### src/rtl/subservient_sram_arb.sv
// Purpose : round-robin arbiter for two 32-bit Wishbone-style requesters in front of
//           the byte-wide subservient SRAM. Each word access runs as four byte cycles.
// Latency : grant at T, bytes T+1..T+4; write ack T+5, read ack T+6 (DRAIN at T+5).
// Backpressure: a requester holds stb until its ack. The loser of a contention waits
//           at most one transaction. stb is ignored outside IDLE.
//
// Ports:
//   i_clk, i_rst_n              clock, asynchronous active-low reset
//   i_wbN_adr/dat/sel/we/stb    requester N (0 = CPU, 1 = debug/loader) command
//   o_wbN_rdt, o_wbN_ack        requester N read word and one-cycle completion pulse
//   o_sram_waddr/wdata/wen      SRAM byte write port
//   o_sram_raddr/ren            SRAM byte read port (registered read data, 1-cycle)
//   i_sram_rdata                SRAM read data
module subservient_sram_arb #(
    parameter int aw = 10
) (
    input  logic          i_clk,
    input  logic          i_rst_n,

    input  logic [aw-1:0] i_wb0_adr,
    input  logic [31:0]   i_wb0_dat,
    input  logic [3:0]    i_wb0_sel,
    input  logic          i_wb0_we,
    input  logic          i_wb0_stb,
    output logic [31:0]   o_wb0_rdt,
    output logic          o_wb0_ack,

    input  logic [aw-1:0] i_wb1_adr,
    input  logic [31:0]   i_wb1_dat,
    input  logic [3:0]    i_wb1_sel,
    input  logic          i_wb1_we,
    input  logic          i_wb1_stb,
    output logic [31:0]   o_wb1_rdt,
    output logic          o_wb1_ack,

    output logic [aw-1:0] o_sram_waddr,
    output logic [7:0]    o_sram_wdata,
    output logic          o_sram_wen,
    output logic [aw-1:0] o_sram_raddr,
    output logic          o_sram_ren,
    input  logic [7:0]    i_sram_rdata
);

    typedef enum logic [1:0] {
        S_IDLE  = 2'd0,
        S_XFER  = 2'd1,
        S_DRAIN = 2'd2,
        S_ACK   = 2'd3
    } state_t;

    state_t        state_q, state_d;
    logic          gnt_q,   gnt_d;
    logic          last_q,  last_d;
    logic [1:0]    cnt_q,   cnt_d;
    logic [aw-3:0] wadr_q,  wadr_d;   // word address; byte lanes come from cnt
    logic [31:0]   dat_q,   dat_d;
    logic [3:0]    sel_q,   sel_d;
    logic          we_q,    we_d;
    logic [31:0]   rdt_q,   rdt_d;
    logic          ack0_q,  ack0_d;
    logic          ack1_q,  ack1_d;

    logic          pick;

    // Byte-lane bits of the requester addresses are word-aligned and deliberately unused.
    logic          unused_adr_lsbs;
    assign unused_adr_lsbs = ^{i_wb0_adr[1:0], i_wb1_adr[1:0]};

    always_comb begin
        state_d = state_q;
        gnt_d   = gnt_q;
        last_d  = last_q;
        cnt_d   = cnt_q;
        wadr_d  = wadr_q;
        dat_d   = dat_q;
        sel_d   = sel_q;
        we_d    = we_q;
        rdt_d   = rdt_q;
        ack0_d  = 1'b0;
        ack1_d  = 1'b0;
        pick    = 1'b0;

        case (state_q)
            S_IDLE: begin
                // Sole requester wins; on contention the port not served last wins.
                if (i_wb0_stb && i_wb1_stb) begin
                    pick = ~last_q;
                end else begin
                    pick = i_wb1_stb;
                end
                if (i_wb0_stb || i_wb1_stb) begin
                    gnt_d   = pick;
                    last_d  = pick;
                    cnt_d   = 2'd0;
                    state_d = S_XFER;
                    if (pick) begin
                        wadr_d = i_wb1_adr[aw-1:2];
                        dat_d  = i_wb1_dat;
                        sel_d  = i_wb1_sel;
                        we_d   = i_wb1_we;
                    end else begin
                        wadr_d = i_wb0_adr[aw-1:2];
                        dat_d  = i_wb0_dat;
                        sel_d  = i_wb0_sel;
                        we_d   = i_wb0_we;
                    end
                end
            end

            S_XFER: begin
                // Read data lags the address by one cycle, so cycle cnt captures byte cnt-1.
                if (!we_q) begin
                    case (cnt_q)
                        2'd1:    rdt_d[7:0]   = i_sram_rdata;
                        2'd2:    rdt_d[15:8]  = i_sram_rdata;
                        2'd3:    rdt_d[23:16] = i_sram_rdata;
                        default: ;
                    endcase
                end
                if (cnt_q == 2'd3) begin
                    // cnt stays at 3 so the SRAM addresses hold their last value.
                    if (we_q) begin
                        state_d = S_ACK;
                        ack0_d  = ~gnt_q;
                        ack1_d  = gnt_q;
                    end else begin
                        state_d = S_DRAIN;
                    end
                end else begin
                    cnt_d = cnt_q + 2'd1;
                end
            end

            S_DRAIN: begin
                rdt_d[31:24] = i_sram_rdata;
                state_d      = S_ACK;
                ack0_d       = ~gnt_q;
                ack1_d       = gnt_q;
            end

            S_ACK: begin
                state_d = S_IDLE;
            end

            default: begin
                state_d = S_IDLE;
            end
        endcase
    end

    always_ff @(posedge i_clk or negedge i_rst_n) begin
        if (!i_rst_n) begin
            state_q <= S_IDLE;
            gnt_q   <= 1'b0;
            last_q  <= 1'b1;
            cnt_q   <= 2'd0;
            wadr_q  <= '0;
            dat_q   <= 32'd0;
            sel_q   <= 4'd0;
            we_q    <= 1'b0;
            rdt_q   <= 32'd0;
            ack0_q  <= 1'b0;
            ack1_q  <= 1'b0;
        end else begin
            state_q <= state_d;
            gnt_q   <= gnt_d;
            last_q  <= last_d;
            cnt_q   <= cnt_d;
            wadr_q  <= wadr_d;
            dat_q   <= dat_d;
            sel_q   <= sel_d;
            we_q    <= we_d;
            rdt_q   <= rdt_d;
            ack0_q  <= ack0_d;
            ack1_q  <= ack1_d;
        end
    end

    // SRAM controls decode only registered state, so no stb reaches them combinationally.
    logic xfer;
    assign xfer = (state_q == S_XFER);

    assign o_sram_waddr = {wadr_q, cnt_q};
    assign o_sram_raddr = {wadr_q, cnt_q};
    assign o_sram_wdata = dat_q[{cnt_q, 3'b000} +: 8];
    assign o_sram_wen   = xfer & we_q & sel_q[cnt_q];
    assign o_sram_ren   = xfer & ~we_q;

    assign o_wb0_rdt = rdt_q;
    assign o_wb1_rdt = rdt_q;
    assign o_wb0_ack = ack0_q;
    assign o_wb1_ack = ack1_q;

endmodule

### config.mk
export PLATFORM = sky130hd
export DESIGN_NAME = subservient_sram_arb
export DESIGN_NICKNAME = d
export VERILOG_FILES = /design/src/rtl/subservient_sram_arb.sv
export SDC_FILE = /design/constraint.sdc
export NUM_CORES = 1
export LEC_CHECK = 0
export CORE_AREA = 2 2 120 87
export DETAILED_ROUTE_END_ITERATION = 8
export DIE_AREA = 0 0 122 89
export PLACE_DENSITY = 0.88
export SYNTH_ARGS = -nofsm -noshare
export SYNTH_HDL_FRONTEND = slang
export SYNTH_SLANG_ARGS = --single-unit
### constraint.sdc
create_clock -name i_clk -period 3.7 [get_ports i_clk]
set_input_delay 0.925 -clock i_clk [delete_from_list [all_inputs] [get_ports i_clk]]
set_output_delay 0.925 -clock i_clk [all_outputs]
set_load 0.03 [all_outputs]
==> out/metrics.sh <==
DRT-WIRELENGTH-PER-CELL_UM=17.5
LAYOUT-DRIVE-GT1-SHARE_PCT=12.2
TIMING.CRITICAL_PATH.ARRIVAL_NS=2.28
SHARE_OF_THE_YOSYS_CHIP_AREA_BELONGING_TO_REGISTERS_PCT=50.1
TIMING_WORST_SLEW_PIN_VALUE_NS=1.07
TRITONCTS.NUM_BUFFERS=9
SYNTH.CELL_AREA_UM2=4240
VIAS_PER_CELL=5.20
CTS-RESIZED-GATES=0
H-TREE-DEPTH=3
DRC_ERRORS=0
FINAL.PERIOD_UTILIZATION_PCT=86.5
SEQPWRFRAC_PCT=27.5
FMAXACHIEVABLE_MHz=312
DIE_AREA_UM2=10900
DRV_SLEW=0
CLK_LATENCY_NS=0.33
TIMING.SLEW.HEADROOM_PCT=28.8
YS.WARNINGS.COUNT=0
SWITCHINGPOWER_mW=2.79
GRT_PASS1_WL_UM=19100
GRT-OVFL-TOTAL=0
CLKTRANSATPATHREGS_NS=0.06
TIMING.CLOCK.SKEW_NS=0.00774
ROUTE.ANTENNA.REMAINING_NETS=0
ROUTED_WL_UM=12200
CORE_AREA_UM2=9570
INITIAL_CORE_UTIL_PCT=44.3
DETAIL_ROUTE.FIRST_PASS.ITERATIONS=4
WORST_PATH_CLASS_SETUP='reg2out'
CHIPWIDTH_UM=122
ANTENNADIODECOUNT=0
NETS=675
TRITONCTS='done'
DR_TOTAL_VIAS=3612
DIEHEIGHT_UM=89
CLOCK_TREE.BUFFER_DEPTH=2
SYN-MEAN-INSTANCE-AREA_UM2=10.2
UNREPAIRED_SETUP_ENDPOINTS_AFTER_GLOBAL_ROUTING='false'
CLOCK_SINKS=85
POSTSYNTHREGISTERBITS=85
POWER.COMBINATIONAL.FRACTION_PCT=56.9
CLOCKPOWERSHARE_PCT=15.5
FIN_TNS_SETUP_NS=0
CTS.ROOT.BUFFER_CELL='clkbuf_16'
POWER.DENSITY_CELL_AREA_nW_PER_UM2=1030
YOSYSUNIQUECELLTYPES=30
LEAKAGE_POWER_TOTAL_nW=2.61
IO_PINS=202
CAP_VIOLATIONS=0
FP-ROW-COUNT=30
SWSHARE_PCT=43.1
AREA_GROWTH_SYN_TO_LAYOUT_PCT=48.6
GRT_USAGE_PCT=22.9
FINAL_UTIL_PCT=65.9
SETUP.WORST_PATH.END_CLASS='primary output'
WORSTHOLDPATHTYPE='reg2reg'
ROUTABILITYCONGESTION=0.937
GRT_PASS1_VIAS=3749
TIMING.CRITICAL_PATH.FROM_TYPE='flip-flop'
SYNTH_NETS=528
POST_SYNTHESIS_INSTANCE_TOTAL=415
WORST_R2R_PATH_DEPTH=5
MIN_DELAY_PATH_DEPTH=1
GRT_START_MAX_NET_PINS=86
WORST_HOLD_SLACK_NS=0.472
FINAL-SETUP-VIOL-COUNT=0
FIRST_ITER_VIOLATIONS=250
RUN_STATUS='complete, no violations'
REPORT.FINAL.HOLD_VIOL_COUNT=0
POWER_REPORT.INTERNAL_TOTAL_mW=3.68
BUFFER_PORTS.INSERTED=197
REQUIRED_NS=2.77
POSTCTSSETUPREPAIRBUFS=0
DP_HPWL_UM=8990
CRIT_PATH_MAX_FANOUT=10
CTS.HOLD.BUFFERS_ADDED=0
ANTENNA_VIOLATIONS_BEFORE_REPAIR=0
TIMING.FINAL.CRIT_PERIOD_NS=3.20
POWER.IR.VDD_WORST_mV=0.437
-- worst paths after layout --
kind,from,slack [ns],endpoint
setup reg to reg,state_q[1]$_DFFE_PN0P_,1.78,o_wb0_rdt[10]$_DFFE_PN0P_
setup / recovery,cnt_q[0]$_DFFE_PN0P_,0.50,o_sram_wdata[1]
max in group asynchronous,i_rst_n,2.23,o_wb0_rdt[4]$_DFFE_PN0P_
hold / removal,gnt_q$_DFFE_PN0P_,0.47,o_wb0_ack$_DFF_PN0_
hold reg to reg,gnt_q$_DFFE_PN0P_,0.47,o_wb0_ack$_DFF_PN0_
min in group asynchronous,i_rst_n,0.80,dat_q[8]$_DFFE_PN0P_
-- cells in the final DEF (no fill, tap or decap) --
cell type / synthesis / layout
o311ai_0: 2 / 2
dfrtp_1: 84 / 84
nand3_1: 2 / 2
a31oi_1: 3 / 3
clkbuf_1: 1 / 2
o21ai_0: 3 / 3
nor3b_1: 1 / 1
nand2_1: 47 / 47
and3_1: 1 / 1
a22o_1: 1 / 1
clkinv_2: 0 / 2
ha_1: 7 / 7
clkbuf_16: 0 / 9
nor3b_2: 1 / 1
mux2_2: 32 / 32
a21boi_4: 1 / 1
clkdlybuf4s50_1: 0 / 196
dfstp_2: 1 / 1
o21ai_4: 0 / 1
nor2_1: 48 / 48
nand2_2: 3 / 3
inv_1: 5 / 5
a2bb2oi_1: 1 / 1
mux2_1: 1 / 1
o21a_1: 1 / 1
nor2b_1: 1 / 1
mux4_2: 9 / 9
bufinv_16: 0 / 3
a21oi_1: 92 / 92
buf_4: 46 / 6
a21bo_2: 1 / 1
-- cells by family after synthesis --
| group | after synthesis | share of synthesized area [%] |
|---|---|---|
| compound gates | 106 | 13.5 |
| mux | 42 | 13.5 |
| buf+inv | 71 | 10.9 |
| flops | 85 | 50.1 |
| fa+ha+maj | 7 | 2.06 |
| simple gates | 104 | 9.85 |
-- metrics by stage --
stage,cell area (µm²),instances,power [mW],worst slack [ns]
2_1_floorplan,4240,415,4.23,1.17
3_5_place_dp,5980,679,5.50,0.854
4_1_cts,6310,695,6.53,0.475
6_report,6310,695,6.48,0.498
3_3_place_gp,5980,679,5.38,0.881
5_1_grt,6310,695,6.82,0.404
-- Yosys cell counts --
cell type,n,area share (%)
nand2_2,3,0.44
nor3b_2,1,0.29
a2bb2oi_1,1,0.21
mux4_2,9,4.8
and3_1,1,0.15
clkbuf_2,1,0.12
nor2b_1,1,0.15
dfrtp_1,84,50
buf_4,46,8.1
buf_2,17,2.0
buf_1,1,0.088
ha_1,7,2.1
nor3b_1,1,0.18
nor2_1,48,4.2
nand3_1,2,0.24
clkbuf_1,1,0.088
dfstp_2,1,0.62
o21ai_2,1,0.21
o21ai_0,3,0.35
mux2_1,1,0.27
nand2_1,47,4.2
o311ai_0,2,0.41
a21bo_2,1,0.24
inv_1,5,0.44
a21boi_4,1,0.44
a31oi_1,3,0.44
a21oi_1,92,11
o21a_1,1,0.18
mux2_2,32,8.5
a22o_1,1,0.21
-- cell type report --
class / instances / area, µm²
clock buffer: 11 / 233
clock inverter: 5 / 100
fill: 739 / 3260
inverter: 5 / 18.8
multi-input combinational: 259 / 1660
sequential: 85 / 2130
tap: 128 / 160
timing repair buffer: 202 / 2010
-- power groups by stage --
stage | logic (mW) | registers, mW | clock network (mW)
finish | 3.69 | 1.78 | 1.01
global route | 3.90 | 1.84 | 1.08
CTS | 3.72 | 1.78 | 1.03
detailed placement | 3.71 | 1.80 | 0
global placement | 3.63 | 1.76 | 0
floorplan | 2.07 | 2.16 | 0
-- critical path, cell delays in order, from the launching register on --
cell             delay [ns]
dfrtp_1                0.49
buf_4                  0.30
mux4_2                 0.53
clkdlybuf4s50_1        0.62
-- sequential cells by signal, summed over array words and instances (netlist names) --
signal and cells:
o_wb0_ack 1, o_wb1_ack 1, gnt_q 1, wadr_q 8, cnt_q 2, we_q 1
dat_q 32, o_wb0_rdt 32, last_q 1, sel_q 4, state_q 2
-- routing by layer --
layer / track usage, % / vias up / wire, µm / share of wire (%)
li1: - / 1669 / - / -
met1: 28.8 / 1797 / 5030 / 41
met2: 39.6 / 130 / 6180 / 51
met3: 5.55 / 16 / 756 / 6.2
met4: 7.52 / 0 / 181 / 1.5
met5: 0 / - / 0 / 0
No activity file was read; power rests on OpenSTA's default activity.
